===== config.mk =====
export PLATFORM = sky130hd
export DESIGN_NAME = mult_div_unit
export DESIGN_NICKNAME = d
export VERILOG_FILES = /design/src/rtl/mult_div_unit_pkg.sv /design/src/rtl/mult_div_unit_abs_neg.sv /design/src/rtl/mult_div_unit.sv
export SDC_FILE = /design/constraint.sdc
export NUM_CORES = 1
export LEC_CHECK = 0
export BUFFER_PORTS_ARGS = -buffer_cell sky130_fd_sc_hd__buf_2
export CAP_MARGIN = 15
export CORE_UTILIZATION = 48
export CTS_CLUSTER_SIZE = 12
export DETAILED_ROUTE_END_ITERATION = 16
export GPL_TIMING_DRIVEN = 1
export PLACE_DENSITY = 0.67
export SKIP_CTS_REPAIR_TIMING = 1
export SYNTH_ARGS = -nofsm -noshare
export SYNTH_HDL_FRONTEND = slang
export SYNTH_SLANG_ARGS = --single-unit

===== constraint.sdc =====
create_clock -name clk -period 4.2 [get_ports clk]
set_input_delay 0.63 -clock clk [delete_from_list [all_inputs] [get_ports clk]]
set_output_delay 0.63 -clock clk [all_outputs]
set_load 0.01 [all_outputs]

===== src/rtl/mult_div_unit_pkg.sv =====
// Shared definitions for the iterative multiply/divide unit: operation codes
// (the R-type funct values also used by the ALU control decoder), the FSM
// state encoding and the default operand width.
package mult_div_unit_pkg;

  localparam int unsigned DEF_WIDTH = 32;

  localparam logic [5:0] OP_MULT  = 6'd24;
  localparam logic [5:0] OP_MULTU = 6'd25;
  localparam logic [5:0] OP_DIV   = 6'd26;
  localparam logic [5:0] OP_DIVU  = 6'd27;

  typedef enum logic [2:0] {
    S_IDLE = 3'd0,
    S_MUL  = 3'd1,
    S_DIV  = 3'd2,
    S_FIX  = 3'd3,
    S_DONE = 3'd4
  } md_state_e;

  function automatic logic is_md_op(input logic [5:0] op);
    return (op == OP_MULT) || (op == OP_MULTU) || (op == OP_DIV) || (op == OP_DIVU);
  endfunction

  function automatic logic is_signed_op(input logic [5:0] op);
    return (op == OP_MULT) || (op == OP_DIV);
  endfunction

  function automatic logic is_mul_op(input logic [5:0] op);
    return (op == OP_MULT) || (op == OP_MULTU);
  endfunction

endpackage


===== src/rtl/mult_div_unit_abs_neg.sv =====
// Conditional two's-complement negate. Used to take operand magnitudes on
// entry and to restore result signs in the FIX step.
module abs_neg
  import mult_div_unit_pkg::*;
#(
  parameter int unsigned WIDTH = DEF_WIDTH
) (
  input  logic [WIDTH-1:0] value_i,
  input  logic             negate_i,
  output logic [WIDTH-1:0] result_o
);

  // Negate when requested, otherwise pass through unchanged.
  always_comb begin
    result_o = negate_i ? (~value_i + WIDTH'(1)) : value_i;
  end

endmodule


===== src/rtl/mult_div_unit.sv =====
// Iterative multiply/divide unit. Shift-add multiply and restoring divide on
// operand magnitudes, one bit per cycle, followed by a single sign-fix cycle.
// HI/LO hold the last completed result; busy/done form the stall handshake.
module mult_div_unit
  import mult_div_unit_pkg::*;
#(
  parameter int unsigned WIDTH = DEF_WIDTH,
  parameter int unsigned CNT_W = 6
) (
  input  logic             clk,
  input  logic             rst_n,
  input  logic             start,
  input  logic [5:0]       operation,
  input  logic [WIDTH-1:0] a,
  input  logic [WIDTH-1:0] b,
  output logic             busy,
  output logic             done,
  output logic [WIDTH-1:0] hi,
  output logic [WIDTH-1:0] lo
);

  localparam int unsigned AW = 2 * WIDTH + 1;
  localparam logic [CNT_W-1:0] LAST_ITER = CNT_W'(WIDTH - 1);

  md_state_e        state_q, state_d;
  logic [CNT_W-1:0] cnt_q, cnt_d;
  // Shared accumulator. MUL: {carry, partial product, multiplier}.
  // DIV: {unused, partial remainder, dividend/quotient}.
  logic [AW-1:0]    acc_q, acc_d;
  // Multiplicand magnitude (MUL) or divisor magnitude (DIV).
  logic [WIDTH-1:0] opnd_q, opnd_d;
  logic             is_mul_q, is_mul_d;
  logic             neg_res_q, neg_res_d;
  logic             neg_rem_q, neg_rem_d;
  logic [WIDTH-1:0] hi_q, hi_d;
  logic [WIDTH-1:0] lo_q, lo_d;

  logic             op_valid, op_signed, op_mul, b_zero;
  logic [WIDTH-1:0] a_mag, b_mag;

  logic [WIDTH-1:0] mul_addend;
  logic [WIDTH:0]   mul_sum;
  logic [AW-1:0]    mul_step;

  logic [WIDTH:0]   div_shift;
  logic [WIDTH+1:0] div_trial;
  logic             div_ok;
  logic [WIDTH-1:0] div_rem;
  logic [AW-1:0]    div_step;

  logic [2*WIDTH-1:0] prod_fix;
  logic [WIDTH-1:0]   quo_fix, rem_fix;

  // Decode the requested operation.
  always_comb begin
    op_valid  = is_md_op(operation);
    op_signed = is_signed_op(operation);
    op_mul    = is_mul_op(operation);
    b_zero    = (b == '0);
  end

  abs_neg #(.WIDTH(WIDTH)) u_abs_a (
    .value_i  (a),
    .negate_i (op_signed & a[WIDTH-1]),
    .result_o (a_mag)
  );

  abs_neg #(.WIDTH(WIDTH)) u_abs_b (
    .value_i  (b),
    .negate_i (op_signed & b[WIDTH-1]),
    .result_o (b_mag)
  );

  // One shift-add multiply step: add multiplicand if the current multiplier
  // bit is set, then shift the whole accumulator right by one.
  always_comb begin
    mul_addend = acc_q[0] ? opnd_q : '0;
    mul_sum    = {acc_q[AW-1], acc_q[2*WIDTH-1:WIDTH]} + {1'b0, mul_addend};
    mul_step   = {1'b0, mul_sum, acc_q[WIDTH-1:1]};
  end

  // One restoring divide step: shift in the next dividend bit, trial-subtract
  // the divisor, keep the difference only when it did not borrow.
  always_comb begin
    div_shift = acc_q[2*WIDTH-1:WIDTH-1];
    div_trial = {1'b0, div_shift} - {2'b00, opnd_q};
    div_ok    = ~div_trial[WIDTH+1];
    div_rem   = div_ok ? div_trial[WIDTH-1:0] : div_shift[WIDTH-1:0];
    div_step  = {1'b0, div_rem, acc_q[WIDTH-2:0], div_ok};
  end

  abs_neg #(.WIDTH(2 * WIDTH)) u_fix_prod (
    .value_i  (acc_q[2*WIDTH-1:0]),
    .negate_i (neg_res_q),
    .result_o (prod_fix)
  );

  abs_neg #(.WIDTH(WIDTH)) u_fix_quo (
    .value_i  (acc_q[WIDTH-1:0]),
    .negate_i (neg_res_q),
    .result_o (quo_fix)
  );

  abs_neg #(.WIDTH(WIDTH)) u_fix_rem (
    .value_i  (acc_q[2*WIDTH-1:WIDTH]),
    .negate_i (neg_rem_q),
    .result_o (rem_fix)
  );

  // Next-state, datapath update and handshake outputs.
  always_comb begin
    state_d   = state_q;
    cnt_d     = cnt_q;
    acc_d     = acc_q;
    opnd_d    = opnd_q;
    is_mul_d  = is_mul_q;
    neg_res_d = neg_res_q;
    neg_rem_d = neg_rem_q;
    hi_d      = hi_q;
    lo_d      = lo_q;
    busy      = 1'b0;
    done      = 1'b0;

    unique case (state_q)
      S_IDLE: begin
        if (start && op_valid) begin
          is_mul_d  = op_mul;
          neg_res_d = op_signed & (a[WIDTH-1] ^ b[WIDTH-1]);
          neg_rem_d = op_signed & a[WIDTH-1];
          cnt_d     = '0;
          if (op_mul) begin
            opnd_d  = a_mag;
            acc_d   = {1'b0, {WIDTH{1'b0}}, b_mag};
            state_d = S_MUL;
          end else if (b_zero) begin
            // Divide by zero completes immediately with a fixed result.
            hi_d    = a;
            lo_d    = '1;
            state_d = S_DONE;
          end else begin
            opnd_d  = b_mag;
            acc_d   = {1'b0, {WIDTH{1'b0}}, a_mag};
            state_d = S_DIV;
          end
        end
      end
      S_MUL: begin
        busy  = 1'b1;
        acc_d = mul_step;
        cnt_d = cnt_q + CNT_W'(1);
        if (cnt_q == LAST_ITER) state_d = S_FIX;
      end
      S_DIV: begin
        busy  = 1'b1;
        acc_d = div_step;
        cnt_d = cnt_q + CNT_W'(1);
        if (cnt_q == LAST_ITER) state_d = S_FIX;
      end
      S_FIX: begin
        busy  = 1'b1;
        cnt_d = '0;
        if (is_mul_q) begin
          hi_d = prod_fix[2*WIDTH-1:WIDTH];
          lo_d = prod_fix[WIDTH-1:0];
        end else begin
          hi_d = rem_fix;
          lo_d = quo_fix;
        end
        state_d = S_DONE;
      end
      S_DONE: begin
        done    = 1'b1;
        state_d = S_IDLE;
      end
      default: begin
        state_d = S_IDLE;
      end
    endcase
  end

  // State and datapath registers; reset aborts any operation in flight.
  always_ff @(posedge clk or negedge rst_n) begin
    if (!rst_n) begin
      state_q   <= S_IDLE;
      cnt_q     <= '0;
      acc_q     <= '0;
      opnd_q    <= '0;
      is_mul_q  <= 1'b0;
      neg_res_q <= 1'b0;
      neg_rem_q <= 1'b0;
      hi_q      <= '0;
      lo_q      <= '0;
    end else begin
      state_q   <= state_d;
      cnt_q     <= cnt_d;
      acc_q     <= acc_d;
      opnd_q    <= opnd_d;
      is_mul_q  <= is_mul_d;
      neg_res_q <= neg_res_d;
      neg_rem_q <= neg_rem_d;
      hi_q      <= hi_d;
      lo_q      <= lo_d;
    end
  end

  assign hi = hi_q;
  assign lo = lo_q;

endmodule

======== Word level (Yosys, flattened, before mapping) ========
Index checks and enable logic that the tools add are counted.
storage, ports and cells
  flip-flop bits (word level) ............. 173
  input port bits ......................... 73
  output and inout bits ................... 66
  logic and storage cells ................. 92
operators by class
  add/subtract/negate cells ............... 8
  equal/unequal tests ..................... 15
  multiplexer cells ....................... 32
  bitwise logic cells ..................... 10
  reduce and logical (&&, ||, !) cells .... 18
operators with widths
  cell                                                                   number
  32-bit two-way mux                                                     16
  65-bit two-way mux                                                     3
  65-bit case mux with 3 select lines                                    1
  32-bit by 1-bit adder with 32-bit output, second input constant        4
  32-bit NOT                                                             4
  32-bit case mux with 2 select lines                                    2
  64-bit by 1-bit adder with 64-bit output, second input constant        1
  64-bit two-way mux                                                     1
  64-bit NOT                                                             1
  33-bit by 32-bit subtractor with 34-bit output                         1
  33-bit by 32-bit adder with 33-bit output                              1
  32-bit logical NOT                                                     1
  6-bit by 5-bit equality test with 1-bit output, second input constant  5
  6-bit case mux with 3 select lines                                     1
  3-bit two-way mux                                                      4
  3-bit case mux with 3 select lines                                     1
  2-bit != test, second input constant                                   4
  6-bit by 1-bit adder with 6-bit output, second input constant          1
  3-bit by 2-bit equality test with 1-bit output, second input constant  2
  6-bit two-way mux                                                      1
  2-bit AND reduction                                                    3
  3-bit AND reduction                                                    2
  3-bit nonzero test                                                     2
  1-bit logical OR                                                       4
  14 further kinds                                                       17

======== Logic depth before layout (Yosys ltp) ========
Gate-level depths: netlist (run 1).
  depth in word-level cells ............... 8
  depth in mapped cells ................... 14
  mapped depth without buffers ............ 13

======== By module ========
A second synthesis (run 1) with hierarchy kept.
second synthesis, totals
  cell total of the unflattened synthesis .. 2174
  area total of the unflattened synthesis .. 17479.3 sq um
by module, submodules not included
  module                  times used  cells an instance  area an instance (sq um)  seq. area each (sq um)
  mult_div_unit           1           1581               12841.1                   4304.1
  abs_neg at u_abs_a ...  4           99                 777.0                     0.0
  abs_neg at u_fix_prod   1           197                1530.2                    0.0

======== Worst setup path after synthesis (run 1) ========
No wires, ideal clock.
  kind .................................... register -> register
  start point ............................. reg acc_q[0]
  end point ............................... reg acc_q[61]
  setup time .............................. 0.126 ns
  data arrival time ....................... 3.145 ns
  data required time ...................... 4.074 ns
  slack ................................... 0.929 ns
  cell stages (with the launch flop) ...... 13
  path buffers ............................ 1
  period minus slack after synthesis ...... 3.271 ns
  path through ............................ dfrtp_1 -> inv_1 -> clkbuf_1 -> nor2_1 -> ha_1 -> a2111o_1 -> o211ai_1 -> nand3_1 -> a311o_1 -> a31o_2 -> a31oi_1 -> mux2i_1 -> a221o_1
between the ends
  cells in the longest elaborated chain, start to end .. 3
RTL lines
  what                                       line                  source
  start: declaration                         mult_div_unit.sv:29   logic [AW-1:0] acc_q, acc_d;
  start signal: assignment                   mult_div_unit.sv:186  acc_q <= '0;
  start signal: assignment                   mult_div_unit.sv:196  acc_q <= acc_d;
  32-bit two-way mux                         mult_div_unit.sv:77   mul_addend = acc_q[0] ? opnd_q : '0;
  33-bit by 32-bit adder with 33-bit output  mult_div_unit.sv:78   mul_sum = {acc_q[AW-1], acc_q[2*WIDTH-1:WIDTH]} + {1'b0, mul_addend};
  65-bit case mux with 3 select lines        mult_div_unit.sv:124  unique case (state_q)
Every way passes these cells.
A chain may end at the register's enable or synchronous reset.

======== Final worst setup path (run 1) ========
  start point ............................. reg acc_q[0]
  end point ............................... reg acc_q[58]
Same word-level chain as after synthesis.

==> impl_metrics.ini, run 1 <==
[yosys]
synth-async-reset-ratio_pct = 100
yosysWarnings = 0
synth_seq_area_share_pct = 29.1
syn_inst = 1940
synth-main-ff-cell = dfrtp_1
ys_ff_latch = 172
synth_cell_types = 74
synthesis.area_um2 = 14800
syn_area_per_cell_um2 = 7.63
synth_edf_count = 0
synthesis.nets = 2084

[clock_tree]
cts_tree = yes
cts-buffers-inserted = 17
htreeDepth = 4
clockBufferDepth = 2
clk_latency_ns = 0.46
clk_pin_slew_ns = 0.08
cts-root-buf = clkbuf_16
clock_sinks = 172

[grt]
antenna_found_initial = 0
grt_pass1_vias = 14400
overflow = 0
grt_max_degree = 91
grt_pass1_wl_um = 88200
grt_usage_pct = 37.6

[timing]
finalSetupTns_ns = 0
final-hold-violation-count = 0
timing.fmax_ghz = 0.254
whs_ns = 0.234
fin_crit_ns = 3.93
rsz0062_at_grt = no
fin_skew_ns = 0.0162
setup_viol = 0
worst_pin_slew_ns = 1.07
maxSlewViolCount = 0
slew_headroom_pct = 28.5
min_period_over_period_pct = 93.7

[setup_path]
end_kind = register
critPathLaunchType = register
critical_path_required_ns = 4.51
path_class = register to register
critPathTopFamily = compound AO/OA/AOI/OAI gates
cpMostUsedCell = o21ai_0
path_cells = inv_1 -> buf_4 -> nor2_1 -> ha_1 -> o21ai_0 -> nor3_1 -> o21ai_0 -> a211oi_1 -> o21ai_0 -> a21oi_1 -> mux2i_1 -> and2_0 -> o311ai_0
cpPeakStageDelay_ns = 0.47
crit_fanout = 21
path_buf_inv = 2
crit_slowest_cell = dfrtp_1
arrival_ns = 4.24

[pwr]
ir_drop_mv = 0.517
clock_power_share_pct = 10.9
seqPwrFrac_pct = 22.1
internal_power_uw = 7270
switchingPower_uw = 8180
combPwrFrac_pct = 67.0
leakage_uw = 0.00712
swShare_pct = 52.9
power.density_nw_per_um2 = 926

[route]
wire_per_inst_um = 24.1
top_layer = met4
dr_wl_met2_um = 25000
drt-met1-wl_um = 25600
num_vias = 15800
ant_nets = 0
drt-total-wl_um = 59100
vias_per_cell = 6.44
drt-initial-drc-count = 2108
dr_wl_met3_um = 6370
drc_errors = 0
dr.pass1.iters = 9

[floorplan]
die_x_um = 178
core_area_um2 = 30000
dieArea_um2 = 31500
initial_core_util_pct = 49.4
fp-row-count = 63
die_h_um = 178
pin_count = 139

[layout]
nNetsFinal = 2189
final_layout_size_suffix_gt1_share_pct = 13.2
num_antenna_cells = 0
syn_to_final_growth_pct = 12.7
layout_commonest_cell = nor2_1
fillers = 2898
multi_input_area_um2 = 9780
post-route-cell-area_um2 = 16700
layout_common_cells = nor2_1, a21oi_1, o21ai_0
register_area_um2 = 4300
finalNonFillerCells = 2448

[placement]
dp_hpwl_um = 46000
place_area_um2 = 16100
portBuffers = 138
place_congestion = 1.01
dp.cells = 2416

[run]
drv_cap = 0

[status]
outcome = finished clean

[hold_path]
hold_class = primary input to async pin
==> flip-flops by register name (all words and copies together) (netlist names) <==
register	cells
cnt_q	6
is_mul_q	1
lo	32
neg_res_q	1
acc_q	64
neg_rem_q	1
state_q	3
hi	32
opnd_q	32
==> metrics by stage <==
step	total power [µW]	setup slack (ns)	utilization, %
final	15400	0.267	55.7
after floorplan	10000	0.929	-
after global placement	13300	0.410	53.7
after global routing	16400	0.0438	55.7
after CTS	15100	0.376	55.7
after detailed placement	13400	0.417	53.7
==> power by group through the flow <==
| stage | logic (µW) | clock network, µW | registers [µW] |
|---|---|---|---|
| after global placement | 9950 | 0 | 3370 |
| after CTS | 10100 | 1690 | 3360 |
| after global routing | 11200 | 1750 | 3490 |
| final | 10300 | 1680 | 3420 |
| after detailed placement | 10000 | 0 | 3390 |
| after floorplan | 6790 | 0 | 3210 |
==> logic make-up after synthesis <==
group	Yosys count	share of synthesized area, %
buffers and inverters	193	5.11
XOR/XNOR	165	9.76
AND/OR/NAND/NOR	641	20.3
adder cells (fa/ha/maj)	71	6.10
flip-flops	172	29.1
AO/OA/AOI/OAI	667	27.5
multiplexers	31	2.10
==> Yosys cell counts, drive strengths merged (19+ instances only) <==
cell type | count | area (µm²)
nand2b | 19 | 119
nand3 | 31 | 155
nor3 | 41 | 216
nor2 | 236 | 888
inv | 70 | 263
a21oi | 217 | 1090
xor2 | 78 | 683
a21o | 30 | 225
a22oi | 36 | 270
and3 | 24 | 150
ha | 69 | 863
nand2 | 165 | 619
a31oi | 19 | 119
o31ai | 26 | 200
o21ai | 201 | 1010
o211ai | 22 | 165
or4 | 23 | 191
mux2i | 30 | 300
dfrtp | 172 | 4300
or3 | 19 | 119
xnor2 | 87 | 762
clkbuf | 97 | 364
buf | 26 | 129
==> path summary, 6_finish.rpt <==
check / endpoint / cells after the start / slack [ns] / startpoint
worst max-delay path: acc_q[58]$_DFFE_PN0P_ / 13 / 0.27 / acc_q[0]$_DFFE_PN0P_
worst min-delay path: hi[19]$_DFFE_PN0P_ / 1 / 0.23 / rst_n
worst max register to register: acc_q[58]$_DFFE_PN0P_ / 13 / 0.27 / acc_q[0]$_DFFE_PN0P_
worst min register to register: hi[4]$_DFFE_PN0P_ / 2 / 0.48 / hi[4]$_DFFE_PN0P_
max in group asynchronous: acc_q[18]$_DFFE_PN0P_ / 2 / 2.99 / rst_n
min in group clk: hi[4]$_DFFE_PN0P_ / 2 / 0.48 / hi[4]$_DFFE_PN0P_
==> layer usage <==
metal / GRT usage [%] / vias up
met2: 55.5 / 899
met4: 14.2 / 0
met3: 8.31 / 110
met5: 0 / -
met1: 53.3 / 7536
li1: - / 7218
==> final cells by class <==
cell class,instances,share of cell area [%]
multi-input cells,1575,58.6
flip-flops and latches,172,25.8
repair buffers,209,7.52
well taps,390,2.93
clock buffers,20,2.62
inverters,70,1.58
clock inverters,12,0.923
==> worst register-to-register path: stages, from the launching register on <==
cell	delay [ns]
dfrtp_1	0.47
inv_1	0.08
buf_4	0.28
nor2_1	0.12
ha_1	0.36
o21ai_0	0.14
nor3_1	0.44
o21ai_0	0.26
a211oi_1	0.47
o21ai_0	0.33
a21oi_1	0.27
mux2i_1	0.20
and2_0	0.18
o311ai_0	0.18
Note: power is estimated with default switching activity, not from simulation.
==> inputs of run 2 (changes only) <==
--- a/config.mk
+++ b/config.mk
@@ -8,8 +8,10 @@
 export BUFFER_PORTS_ARGS = -buffer_cell sky130_fd_sc_hd__buf_2
 export CAP_MARGIN = 15
 export CORE_UTILIZATION = 48
+export CTS_BUF_LIST = sky130_fd_sc_hd__clkbuf_4 sky130_fd_sc_hd__clkbuf_8 sky130_fd_sc_hd__clkbuf_16
 export CTS_CLUSTER_SIZE = 12
 export DETAILED_ROUTE_END_ITERATION = 16
+export GPL_ROUTABILITY_DRIVEN = 0
 export GPL_TIMING_DRIVEN = 1
 export PLACE_DENSITY = 0.67
 export SKIP_CTS_REPAIR_TIMING = 1
==> impl_metrics.ini, run 2 (synthesized netlist as in run 1, its figures left out) <==
[status]
outcome = finished clean

[layout]
final_layout_size_suffix_gt1_share_pct = 12.7
num_antenna_cells = 0
fillers = 2877
layout_common_cells = nor2_1, a21oi_1, o21ai_0
top_register = acc_q
syn_to_final_growth_pct = 11.9
layout_commonest_cell = nor2_1
largest_reg_flops = 64
finalNonFillerCells = 2432
nNetsFinal = 2173

[clock_tree]
clk_pin_slew_ns = 0.08
cts_tree = yes
clock_sinks = 172
cts-buffers-inserted = 17
clockBufferDepth = 2
clk_latency_ns = 0.46
htreeDepth = 4
cts-root-buf = clkbuf_16

[setup_path]
end_kind = register
path_class = register to register
cpPeakStageDelay_ns = 0.56
critical_path_required_ns = 4.54
critPathTopFamily = compound AO/OA/AOI/OAI gates
path_cells = inv_1 -> buf_4 -> nor2_1 -> ha_1 -> o21ai_0 -> nor3_1 -> o21ai_0 -> a211oi_1 -> o21ai_0 -> a211oi_1 -> o21ai_0 -> a32oi_1 -> o21ai_0
arrival_ns = 4.42
path_buf_inv = 2
cpMostUsedCell = o21ai_0
crit_fanout = 32
r2r_slack_ns = 0.12
crit_slowest_cell = a211oi_1
critPathLaunchType = register

[timing]
fin_skew_ns = 0.0185
timing.fmax_ghz = 0.245
maxSlewViolCount = 0
rsz0062_at_grt = no
worst_pin_slew_ns = 1.14
fin_crit_ns = 4.08
finalSetupTns_ns = 0
setup_viol = 0
slew_headroom_pct = 23.8
min_period_over_period_pct = 97.1
final-hold-violation-count = 0

[grt]
grt_usage_pct = 35.3
antenna_found_initial = 1
overflow = 0
grt_pass1_wl_um = 83900
grt_max_degree = 81
grt_pass1_vias = 14400

[placement]
dp_hpwl_um = 42600
portBuffers = 138
dp.cells = 2400

[floorplan]
dieArea_um2 = 31500
die_x_um = 178
core_area_um2 = 30000
initial_core_util_pct = 49.4
die_h_um = 178
fp-row-count = 63
pin_count = 139

[route]
dr.pass1.iters = 9
ant_nets = 0
vias_per_cell = 6.55
num_vias = 15900
wire_per_inst_um = 22.7
drc_errors = 0
drt-total-wl_um = 55300
drt-initial-drc-count = 2162

[hold_path]
hold_class = primary input to async pin

[pwr]
ir_drop_mv = 0.363
total_power_uw = 15200
power.density_nw_per_um2 = 915
leakage_uw = 0.00705

[run]
drv_cap = 0
[run 2: area by class of cell]
type | count | area, µm² | share of cell area (%)
Clock inverter | 13 | 154 | 0.929
Timing Repair Buffer | 193 | 1130 | 6.85
Tap cell | 390 | 488 | 2.95
Sequential cell | 172 | 4300 | 26.0
Inverter | 70 | 263 | 1.59
Clock buffer | 19 | 440 | 2.66
Multi-Input combinational cell | 1575 | 9780 | 59.0
[run 2: per-layer routing]
metal  up-vias  track usage (%)  routed length (µm)
li1       7197                -                   -
met1      7596             49.3               23200
met2       993             51.6               23100
met3       145             8.53                6740
met4         0             14.9                2270
met5         -                0                   0
[run 2: power by group]
group	switching, µW	internal, µW	leakage [µW]
Sequential	1010	2490	0.00205
Clock	778	904	0.000285
Combinational	6170	3820	0.00472
[run 2: worst paths after layout]
check,startpoint,endpoint,cells past startpoint
min,rst_n,hi[25]$_DFFE_PN0P_,1
max,acc_q[0]$_DFFE_PN0P_,acc_q[62]$_DFFE_PN0P_,13
max in group asynchronous,rst_n,cnt_q[4]$_DFFE_PN0P_,2
max reg2reg,acc_q[0]$_DFFE_PN0P_,acc_q[62]$_DFFE_PN0P_,13
min in group clk,hi[6]$_DFFE_PN0P_,hi[6]$_DFFE_PN0P_,2
min reg2reg,hi[6]$_DFFE_PN0P_,hi[6]$_DFFE_PN0P_,2
[run 2: stage by stage]
step | setup slack (ns) | hold slack [ns] | cell area (µm²) | util [%]
after CTS | 0.407 | 0.159 | 16600 | 55.3
final | 0.120 | 0.129 | 16600 | 55.3
after detailed placement | 0.458 | 0.466 | 16000 | 53.3
after global placement | 0.486 | 0.460 | 16000 | 53.3
after global routing | 0.0814 | 0.184 | 16600 | 55.3
after floorplan | 0.929 | 0.334 | 14800 | -
